==> src/rtl/seg_capture.sv <==
// rtl/seg_capture.sv - seven-segment scan capture into decoded digit frames
//
// Samples a multiplexed, active-low seven-segment display bus, waits for each
// digit strobe to settle for STABLE_CNT identical samples, decodes the
// pattern and assembles one frame of NDIG digits for a valid/ready consumer.
//
// Build option: SEG_CAPTURE_OVERRUN_EN enables the sticky overrun flag;
// when undefined, overrun is tied to 0.
//
// Ports:
//   clk          rising-edge clock
//   rst          synchronous active-high reset
//   seg_in[6:0]  active-low segments, [6]=a .. [0]=g
//   an_in        active-low digit strobes, bit i low selects slot i
//   digits       presented frame, slot i at [4i+3:4i]
//   err          per-slot unrecognised-pattern flags for the presented frame
//   frame_valid  presented frame available
//   frame_ready  consumer accepts the presented frame
//   overrun      sticky: a captured digit overwrote an unconsumed one
module seg_capture #(
  parameter int NDIG       = 4,
  parameter int STABLE_CNT = 4
) (
  input  logic                clk,
  input  logic                rst,
  input  logic [6:0]          seg_in,
  input  logic [NDIG-1:0]     an_in,
  output logic [4*NDIG-1:0]   digits,
  output logic [NDIG-1:0]     err,
  output logic                frame_valid,
  input  logic                frame_ready,
  output logic                overrun
);

  // Counter runs one past the capture value and parks there, so a long
  // dwell captures exactly once.
  localparam int CW = $clog2(STABLE_CNT + 2);
  localparam int IW = (NDIG > 1) ? $clog2(NDIG) : 1;
  localparam logic [CW-1:0] CNT_HIT = CW'(STABLE_CNT);
  localparam logic [CW-1:0] CNT_SAT = CW'(STABLE_CNT + 1);

  typedef enum logic {COLLECT, PRESENT} state_t;
  state_t state;

  logic [6:0]      seg_q;
  logic [NDIG-1:0] an_q;
  logic [6:0]      hold_seg;
  logic [NDIG-1:0] hold_an;
  logic [CW-1:0]   cnt;

  logic            qual;
  logic            same;
  logic            cap;
  logic [NDIG-1:0] cap_bit;
  logic [IW-1:0]   cap_idx;
  logic [3:0]      dec_code;
  logic            dec_err;

  logic [NDIG-1:0] mask;
  logic [3:0]      work_dig [NDIG];
  logic [NDIG-1:0] work_err;
  logic            mask_full;
  logic            mask_clr;

  function automatic logic [4:0] decode(input logic [6:0] p);
    case (p)
      7'b0000001: decode = {1'b0, 4'h0};
      7'b1001111: decode = {1'b0, 4'h1};
      7'b0010010: decode = {1'b0, 4'h2};
      7'b0000110: decode = {1'b0, 4'h3};
      7'b1001100: decode = {1'b0, 4'h4};
      7'b0100100: decode = {1'b0, 4'h5};
      7'b0100000: decode = {1'b0, 4'h6};
      7'b0001111: decode = {1'b0, 4'h7};
      7'b0000000: decode = {1'b0, 4'h8};
      7'b0000100: decode = {1'b0, 4'h9};
      7'b1111111: decode = {1'b0, 4'hF};
      default:    decode = {1'b1, 4'hE};
    endcase
  endfunction

  assign qual = $onehot(~an_q);
  assign same = (seg_q == hold_seg) && (an_q == hold_an);

  // The capture acts on the held pattern one cycle after the counter
  // reaches STABLE_CNT, which may already be the next strobe's first cycle.
  assign cap     = (cnt == CNT_HIT);
  assign cap_bit = ~hold_an;

  always_comb begin
    cap_idx = '0;
    for (int i = 0; i < NDIG; i++) begin
      if (!hold_an[i]) cap_idx = IW'(i);
    end
  end

  always_comb begin
    {dec_err, dec_code} = decode(hold_seg);
  end

  always_ff @(posedge clk) begin
    if (rst) begin
      seg_q    <= '1;
      an_q     <= '1;
      hold_seg <= '1;
      hold_an  <= '1;
      cnt      <= '0;
    end else begin
      seg_q <= seg_in;
      an_q  <= an_in;
      if (!qual) begin
        cnt <= '0;
      end else begin
        // hold only tracks qualified samples so a pending capture still
        // sees its pattern if the next sample is unqualified
        hold_seg <= seg_q;
        hold_an  <= an_q;
        if (same) begin
          if (cnt != CNT_SAT) cnt <= cnt + 1'b1;
        end else begin
          cnt <= CW'(1);
        end
      end
    end
  end

  assign mask_full = &mask;
  // In PRESENT frame_valid is always high, so frame_ready alone is the handshake.
  assign mask_clr  = mask_full && ((state == COLLECT) || frame_ready);

  always_ff @(posedge clk) begin
    if (rst) begin
      state       <= COLLECT;
      mask        <= '0;
      digits      <= '1;
      err         <= '0;
      frame_valid <= 1'b0;
      work_err    <= '0;
      for (int i = 0; i < NDIG; i++) work_dig[i] <= 4'hF;
    end else begin
      if (cap) begin
        work_dig[cap_idx] <= dec_code;
        work_err[cap_idx] <= dec_err;
      end
      // a capture on the clearing edge belongs to the next frame
      mask <= (mask_clr ? '0 : mask) | (cap ? cap_bit : '0);

      case (state)
        COLLECT: begin
          if (mask_full) begin
            for (int i = 0; i < NDIG; i++) digits[4*i +: 4] <= work_dig[i];
            err         <= work_err;
            frame_valid <= 1'b1;
            state       <= PRESENT;
          end
        end
        PRESENT: begin
          if (frame_ready) begin
            if (mask_full) begin
              for (int i = 0; i < NDIG; i++) digits[4*i +: 4] <= work_dig[i];
              err <= work_err;
            end else begin
              frame_valid <= 1'b0;
              state       <= COLLECT;
            end
          end
        end
        default: state <= COLLECT;
      endcase
    end
  end

`ifdef SEG_CAPTURE_OVERRUN_EN
  // Overwriting a filled slot loses data unless the slot is being handed
  // off to the presented frame on this same edge.
  always_ff @(posedge clk) begin
    if (rst) begin
      overrun <= 1'b0;
    end else if (cap && !mask_clr && |(mask & cap_bit)) begin
      overrun <= 1'b1;
    end
  end
`else
  assign overrun = 1'b0;
`endif

endmodule
==> config.mk <==
export PLATFORM = sky130hd
export DESIGN_NAME = seg_capture
export DESIGN_NICKNAME = d
export VERILOG_FILES = /design/src/rtl/seg_capture.sv
export SDC_FILE = /design/constraint.sdc
export NUM_CORES = 1
export LEC_CHECK = 0
export BUFFER_PORTS_ARGS = -buffer_cell sky130_fd_sc_hd__buf_2
export CAP_MARGIN = 20
export CELL_PAD_IN_SITES_DETAIL_PLACEMENT = 1
export CELL_PAD_IN_SITES_GLOBAL_PLACEMENT = 1
export CORE_ASPECT_RATIO = 0.9
export CORE_UTILIZATION = 47
export DETAILED_ROUTE_END_ITERATION = 8
export GPL_TIMING_DRIVEN = 0
export PLACE_DENSITY_LB_ADDON = 0.25
export SETUP_SLACK_MARGIN = 0.02
export SYNTH_ARGS = -nofsm -noshare
export SYNTH_HDL_FRONTEND = slang
export SYNTH_SLANG_ARGS = --single-unit
==> constraint.sdc <==
create_clock -name clk -period 4.6 [get_ports clk]
set_input_delay 0.69 -clock clk [delete_from_list [all_inputs] [get_ports clk]]
set_output_delay 0.69 -clock clk [all_outputs]
set_load 0.01 [all_outputs]
==> results by group <==
Pwr
  – Sw Share: 23.2%
  – Leak Pwr: 1.30 nW
  – Pwr dens: 408 mW/mm²
  – Seq pwr share: 45.4%
  – Maximum VDD drop: 0.000264 V
  – Combinational share of power: around 9.8%
  – Clock power share: 44.7%
  – Net Sw Power: roughly 0.34 mW
  – Power Internal: 1.11 mW

Synthesis
  – Synth area leader: dfxtp_1
  – Mapped cell area: between 0.003 and 0.004 mm²
  – Synth unique cells: 46
  – Syn_area_per_cell: approximately 9.0 µm²
  – Seq/Total Area, Yosys: 52.4%
  – Asr flop ratio synth: 0%
  – Top post-synthesis cells by count: dfxtp_1, nand2_1, nor2_1
  – Synth area leaders: dfxtp_1, edfxtp_1, nand2_1, nor2_1, nand3_1
  – Ys flop type: dfxtp_1
  – Yosys warnings: 0
  – Post-synth EDFFs: 16
  – Flop and latch count out of synthesis: 71
  – Syn nets: ~360
  – Yosys top cell area share: 36.5%
  – Mapped Cells: 336

Critical path
  – Required time of the critical path: 4.82 ns
  – Critical Path Most Common Cell: ha_1
  – Critical path's top delay family: adder cells
  – CP Class: reg -> reg
  – Buffers and inverters on the worst path: 2
  – Crit Path Max Fanout: 10
  – CP Launch Type: register
  – Worst path slowest cell: fa_1
  – Critical path arrival: between 2 and 3 ns
  – Largest stage delay, worst path: 0.54 ns
  – CP cell instances: fa_1 -> inv_1 -> ha_1 -> ha_1 -> or3b_2 -> clkbuf_1 -> nor2_1 -> o21ai_0
  – Crit. End Element: register

Clocking
  – CTS root buf: clkbuf_8
  – Cts bufs inserted: 9
  – CTS sink count: 71
  – TritonCTS clock tree: yes
  – Hold_buf cts: 0
  – Post-CTS sizing: 0
  – Post-CTS Setup Bufs: 0
  – Longest Clk Path Bufs: 2
  – Clk_lat worst skew: between 0.3 and 0.4 ns
  – Worst-path clk slew: 0.08 ns
  – H-tree depth: 3

Global routing
  – GRT Overall Usage: 22.2%
  – First-pass GRT wire length: 11500 µm
  – Gr ovfl total: 0
  – Number of global-route vias before repair: 2443
  – Largest net degree at the start of global routing: 13
  – Antenna violations before repair: 0

Timing
  – Final Critical Period: approximately 2.6 ns
  – Worst-Margin Slew: between 0.7 and 0.8 ns
  – Slew Limit Headroom: 50.6%
  – RSZ-0062 raised after global routing: no
  – Final Hold Vio Count: 0
  – Fmax: 0.391 GHz
  – Hold slack: 0.459 ns
  – Clk_skew: 0.00840 ns
  – Max-slew violation total from the final report: 0
  – Setup TNS: 0 ns
  – Final worst-path cycle share: 55.6%
  – Final count of negative-setup-slack endpoints: 0

Min path
  – Worst Hold Class: reg -> reg

Placement
  – Placed instance count: between 400 and 500
  – GPL Wtd Cong: 0.795
  – Placed Area: 0.00329 mm²
  – Input/output buffers: 33
  – DP Wirelength: 4790 µm

Die
  – Starting Density: approximately half
  – Die X: 86.4 µm
  – Row count: 27
  – Die footprint: 0.00674 mm²
  – Die height: 78.0 µm
  – I/O Pins: 36
  – Core ar.: between 0.006 and 0.007 mm²

Layout
  – Final core utilization: 57.8%
  – Filler cells: 742
  – Layout cells sized above 1: a little under a fifth
  – Fin area: 0.00355 mm²
  – Antenna fix cells: 0
  – Register area: 0.00158 mm²
  – Multi-input logic area: 0.00128 mm²
  – Area Growth Syn to Fin: 17.9%
  – Fin cells: 473
  – Layout net count: ~400

Flow run
  – Max Cap Violations: 0

Status
  – Status: completed

Route
  – Routed WL: 6840 µm
  – DR iter-0 viols: 95
  – DRC: 0
  – Vias: 2441
  – ANT nets after route: 0
  – DRT Pass-1 Iters: 4
  – Routed length per instance: around 14 µm
  – Via-per-instance ratio: 5.16
==> flip-flops by register name (all words and copies together) (netlist names) <==
signal	cells
work_dig	16
state	1
an_q	4
frame_valid	1
cnt	3
work_err	4
seg_q	7
mask	4
err	4
hold_an	4
hold_seg	7
digits	16
==> layer usage <==
| layer | vias up | global-route usage [%] | routed length [µm] |
|---|---|---|---|
| li1 | 1220 | - | - |
| met1 | 1160 | 25.7 | 2970 |
| met2 | 47 | 38.3 | 3520 |
| met3 | 14 | 6.17 | 197 |
| met4 | 0 | 9.50 | 155 |
| met5 | - | 0 | 0 |
==> power by group through the flow <==
stage	clock [mW]	sequential, mW	combinational [mW]
after floorplan	0	0.671	0.105
after global placement	0	0.673	0.133
after detailed placement	0	0.674	0.138
after CTS	0.658	0.659	0.140
after global routing	0.686	0.661	0.157
final	0.649	0.659	0.142
==> through the flow <==
step,setup slack [ns],total power [mW]
6_report,2.04,1.45
5_1_grt,1.90,1.50
4_1_cts,1.85,1.46
3_5_place_dp,1.91,0.811
3_3_place_gp,2.03,0.806
2_1_floorplan,2.28,0.775
==> layout by cell type (no fill, tap or decap), types with 2 or more instances in the layout <==
cell type	n
xnor2_1	2
or4b_1	3
bufinv_16	4
nand2b_1	3
nand3_1	28
nor4_1	3
edfxtp_1	16
nand4_1	6
o21ai_0	15
dfxtp_1	55
clkbuf_8	9
nor3_1	6
ha_1	5
clkbuf_1	21
or3b_1	2
inv_1	10
nand2_1	55
a311oi_1	2
or3b_2	2
xor2_1	11
buf_2	36
o22ai_1	2
nor2_1	38
a211oi_1	2
or3_1	2
a21oi_1	13
or2_2	11
==> cell families after synthesis <==
logic type	count (synthesis)	share of synthesized area, %
xor gates and xnor gates	13	3.78
other	1	0.124
and+or+nand+nor	167	26.8
adders and majority gates	6	2.74
buffers and inverters	36	4.98
AOI/OAI and AO/OA	42	9.13
DFF	71	52.4
==> layout make-up <==
| cell class | count | area share, % |
|---|---|---|
| Buffer | 25 | 3.06 |
| Timing Repair Buffer | 34 | 4.79 |
| Sequential cell | 71 | 44.5 |
| Clock buffer | 10 | 3.59 |
| Tap cell | 87 | 3.06 |
| Inverter | 11 | 1.16 |
| Multi-Input combinational cell | 229 | 36.1 |
| Clock inverter | 6 | 3.73 |
==> final timing paths <==
check / start / endpoint / slack, ns / depth (start not counted)
max: an_q[0] / hold_seg[4] / 2.04 / 8
min: work_dig[1][3] / digits[7] / 0.46 / 2
max reg2reg: an_q[0] / hold_seg[4] / 2.04 / 8
min reg2reg: work_dig[1][3] / digits[7] / 0.46 / 2
==> worst reg2reg max path, stage by stage (launching register included) <==
cell,delay (ns)
dfxtp_1,0.35
fa_1,0.54
inv_1,0.04
ha_1,0.18
ha_1,0.29
or3b_2,0.52
clkbuf_1,0.26
nor2_1,0.15
o21ai_0,0.10
No activity file was read; power rests on OpenSTA's default activity.
